`config.mk`:
```
export PLATFORM = sky130hd
export DESIGN_NAME = crc8_frame_ctrl
export DESIGN_NICKNAME = d
export VERILOG_FILES = /design/src/rtl/crc8_frame_ctrl.sv
export SDC_FILE = /design/constraint.sdc
export NUM_CORES = 1
export LEC_CHECK = 0
export BUFFER_PORTS_ARGS = -buffer_cell sky130_fd_sc_hd__buf_2
export CORE_MARGIN = 2
export CORE_UTILIZATION = 30
export CTS_CLUSTER_SIZE = 24
export DETAILED_ROUTE_END_ITERATION = 6
export GPL_ROUTABILITY_DRIVEN = 0
export GPL_TIMING_DRIVEN = 0
export PLACE_DENSITY = 0.47
export SLEW_MARGIN = 25
export SYNTH_ARGS = -nofsm -noshare
export SYNTH_HDL_FRONTEND = slang
export SYNTH_SLANG_ARGS = --single-unit
```
`constraint.sdc`:
```
create_clock -name clk_i -period 3.2 [get_ports clk_i]
set_input_delay 0.64 -clock clk_i [delete_from_list [all_inputs] [get_ports clk_i]]
set_output_delay 0.64 -clock clk_i [all_outputs]
set_load 0.02 [all_outputs]
```
`src/rtl/crc8_frame_ctrl.sv`:
```
// Frame sequencer for the serial CRC-8 checker: clears it, streams one framed
// bitstream into it under valid/ready, captures the result and counts failures.
module crc8_frame_ctrl #(
  parameter int FRAME_BITS = 24,
  parameter int CNT_W      = 8
) (
  input  logic       clk_i,
  input  logic       rst_i,
  input  logic       start_i,
  input  logic       abort_i,
  input  logic       bit_i,
  input  logic       bit_valid_i,
  output logic       bit_ready_o,
  output logic       crc_clr_o,
  output logic       crc_en_o,
  output logic       crc_data_o,
  output logic       crc_capture_o,
  input  logic       crc_flag_i,
  output logic       busy_o,
  output logic       done_o,
  output logic       pass_o,
  output logic [7:0] err_cnt_o
);

  typedef enum logic [2:0] {
    IDLE, CLEAR, SHIFT, CAPTURE, WAIT_FLAG, DONE
  } state_t;

  localparam logic [CNT_W-1:0] LAST_IDX = CNT_W'(FRAME_BITS - 1);

  state_t           state, next_state;
  logic [CNT_W-1:0] bit_cnt;
  logic             accept;
  logic             last_bit;

  // The handshake only completes in SHIFT, which is exactly where ready is high.
  assign accept   = (state == SHIFT) && bit_valid_i;
  assign last_bit = accept && (bit_cnt == LAST_IDX);

  // NOTE: sequential state uses non-blocking (<=) so every flop samples pre-edge values.
  always_ff @(posedge clk_i or posedge rst_i) begin
    if (rst_i) state <= IDLE;
    else       state <= next_state;
  end

  // NOTE: each always_comb assigns a default first so no path can infer a latch.
  always_comb begin
    next_state = state;
    case (state)
      IDLE:      if (start_i) next_state = CLEAR;
      CLEAR:     next_state = SHIFT;
      SHIFT:     if (last_bit) next_state = CAPTURE;
      CAPTURE:   next_state = WAIT_FLAG;
      WAIT_FLAG: next_state = DONE;
      DONE:      next_state = IDLE;
      default:   next_state = IDLE;
    endcase
    // Abort overrides every transition, including a simultaneous last-bit accept.
    if (abort_i && state != IDLE) next_state = IDLE;
  end

  always_comb begin
    bit_ready_o   = 1'b0;
    crc_clr_o     = 1'b0;
    crc_capture_o = 1'b0;
    done_o        = 1'b0;
    busy_o        = (state != IDLE);
    crc_en_o      = accept;
    crc_data_o    = accept & bit_i;
    case (state)
      CLEAR:   crc_clr_o     = 1'b1;
      SHIFT:   bit_ready_o   = 1'b1;
      CAPTURE: crc_capture_o = 1'b1;
      DONE:    done_o        = 1'b1;
      default: ;
    endcase
  end

  always_ff @(posedge clk_i or posedge rst_i) begin
    if (rst_i) begin
      bit_cnt <= '0;
    end else if (state == CLEAR) begin
      bit_cnt <= '0;
    end else if (accept) begin
      bit_cnt <= bit_cnt + 1'b1;
    end
  end

  // Result registers load on the edge entering DONE; an abort leaves them untouched.
  always_ff @(posedge clk_i or posedge rst_i) begin
    if (rst_i) begin
      pass_o    <= 1'b0;
      err_cnt_o <= 8'd0;
    end else if (state == WAIT_FLAG && !abort_i) begin
      pass_o <= crc_flag_i;
      if (!crc_flag_i && err_cnt_o != 8'hFF) err_cnt_o <= err_cnt_o + 8'd1;
    end
  end

endmodule

```
==> qor.txt <==
outcome -> completed
# placed instances -> 186
Worst-Margin Slew -> 783 ps
TritonCTS Buffers -> 3
Starting Density -> 31.6%
Crit Path Max Fanout -> 10
drt total wl -> 2300 um
number of global-route vias before repair -> 870
clk sinks -> 20
Pwr per Cell Area -> 622 nW/um2
die height -> 66.4 um
Post-Syn Nets -> 125
setup slack, reg-to-reg -> 1270 ps
initial antenna violation count -> 0
worst hold path type -> flop to flop
area of placed instances -> 1340 um2
flops & latches, synth -> 20
DP Wirelength -> 1670 um
Port Buffers -> 22
R2R Path End -> err_cnt_o[4]
GR Util All Layers -> 11.7%
Max H-tree Level -> 1
part of the cycle the worst path needs -> 79.2%
Setup WS post-layout -> 665 ps
final hold violations -> 0
Clock Latency Late Sink -> 260 ps
fin. max-slew vios -> 0
Worst slew margin -> 47.7%
max-capacitance violation count -> 0
Post-DRT Antenna Nets -> 0
Core Region -> 3690 um2
clock slew at reported path FFs -> 90 ps
Post-Syn Area -> 1170 um2
fin nets -> 152
EDFF count, synth -> 0
final setup vio count -> 0
pre-CTS WS -> 945 ps
Worst Reg-to-Reg Cells -> 5
IR drop worst, VDD -> 0.272 mV
Critical Path RT -> 2560 ps
Leak -> 0.668 nW
post-DR vias/cell -> 4.93
Synth cell types -> 43
critical path class -> flop to output port
WP data arrival -> 1900 ps
clk_skew -> 14.0 ps
via count -> 937
async set or reset register ratio after synthesis -> 100%
Rows -> 22
Avg Cell Area, Syn -> 10.1 um2
first-pass GRT wire length -> 3970 um
grt ovf -> 0
CTS tree -> yes
RSZ-0062 raised after global routing -> no
Post-CTS Setup Inserts -> 0
CTS Root Cell -> clkbuf_8
CTS Hold Bufs -> 0
TritonRoute pass-1 iters -> 4
Routed wire per std cell -> 12.1 um
Area Overhead vs Synth -> 20.7%
Hold Path Sink -> bit_cnt[7]
Post-route DRC -> 0
Max Freq -> 0.394 GHz
Tmin final -> 2540 ps
CP Capture Type -> output port
Critical Path Start Type -> flop
beginning of the worst hold path -> bit_cnt[7]
die area -> 4410 um2
Hold Path Depth -> 1
number of gates resized after CTS -> 0
IO Count -> 23
Synth Instances -> 116
TNS Setup -> 0 ps
Antenna diodes -> 0
largest net degree at the start of global routing -> 21
non-filler cells, final -> 190
Ys Warns -> 0
die width -> 66.4 um
Max Root-Sink Buffers -> 2
Total Power -> 0.876 mW
RR Startpoint -> state[0]
Synth Flop Type -> dfrtp_1
Design Area, Final -> 1410 um2
layout cells sized above 1 -> 24.6%
drt initial violations -> 44
sequential-to-total area share from yosys stat -> 42.9%
stage by stage:
step,util [%],hold slack (ps)
after floorplan,-,449
after global placement,36.3,471
after detailed placement,36.3,471
after CTS,38.2,482
after global routing,38.2,520
final,38.2,476
flip-flops by register name, summed over array words and instances (netlist names):
name / count
bit_cnt: 8
err_cnt_o: 8
pass_o: 1
state: 3
layout make-up:
cell class | instances | area, um2
multi-input combinational | 82 | 598
clock inverter | 1 | 30.0
tap | 48 | 60.1
timing repair buffer | 22 | 110
sequential | 20 | 500
buffer | 6 | 38.8
clock buffer | 3 | 41.3
fill | 397 | 2280
inverter | 8 | 30.0
Yosys cell counts, types with 3 or more instances:
master | n | area share, %
mux2_1 | 6 | 5.8
mux2i_1 | 3 | 2.6
clkbuf_1 | 3 | 0.96
a21oi_1 | 3 | 1.3
dfrtp_1 | 20 | 43
nor3_1 | 4 | 1.7
o21ai_0 | 5 | 2.1
nand2_1 | 15 | 4.8
inv_1 | 8 | 2.6
nand4_1 | 5 | 2.7
nand3_1 | 3 | 1.3
nor2b_1 | 3 | 1.6
where the power goes:
group / switching (mW) / leakage (nW) / internal (mW)
Combinational: 0.185 / 0.363 / 0.119
Sequential: 0.0276 / 0.269 / 0.288
Clock: 0.0898 / 0.0357 / 0.167
Total: 0.303 / 0.668 / 0.574
worst max path at each step:
| stage | end | start | cells past startpoint | slack, ps |
|---|---|---|---|---|
| finish | crc_clr_o | state[1] | 5 | 660 |
| global route | crc_clr_o | state[1] | 5 | 530 |
| CTS | crc_clr_o | state[1] | 5 | 640 |
| detailed placement | crc_data_o | bit_valid_i | 6 | 950 |
| global placement | crc_data_o | bit_valid_i | 6 | 940 |
| floorplan | crc_data_o | bit_valid_i | 4 | 1150 |
layer usage:
layer	up-vias	share of wire [%]	GRT usage, %
met5	-	0	0
met4	0	0.35	2.30
met3	2	5.0	3.75
met2	16	47	19.6
met1	450	48	14.6
li1	469	-	-
worst max-delay path: stages (launching register included):
cell and delay, ps:
dfrtp_1 400, clkbuf_1 200, or3b_2 470, clkbuf_1 180, inv_1 180, buf_2 190
placed cells by master, fill, tap and decap left out, types with 2 or more instances in the layout:
master,n
nor3_1,4
buf_2,23
mux2_1,6
o21ai_0,5
nor2_1,2
xnor2_1,2
clkbuf_8,3
a21oi_1,3
nor3b_1,2
nor2b_1,3
dfrtp_1,20
nand4_1,5
mux2i_1,3
or3_1,2
clkbuf_1,3
o31ai_1,2
nand2_1,15
inv_1,8
buf_6,2
ha_1,2
nand3_1,3
cells by family (layout without fill, tap and decap cells):
family | count (synthesis) | count (layout) | synth area share [%]
adder cells (fa/ha/maj) | 2 | 2 | 2.14
AO/OA/AOI/OAI | 16 | 16 | 9.97
multiplexers | 10 | 10 | 9.32
buffers and inverters | 14 | 40 | 5.89
flip-flops | 20 | 20 | 42.9
AND/OR/NAND/NOR | 51 | 51 | 27.5
XOR/XNOR | 3 | 3 | 2.25
Power figures use the tool's default switching activity.
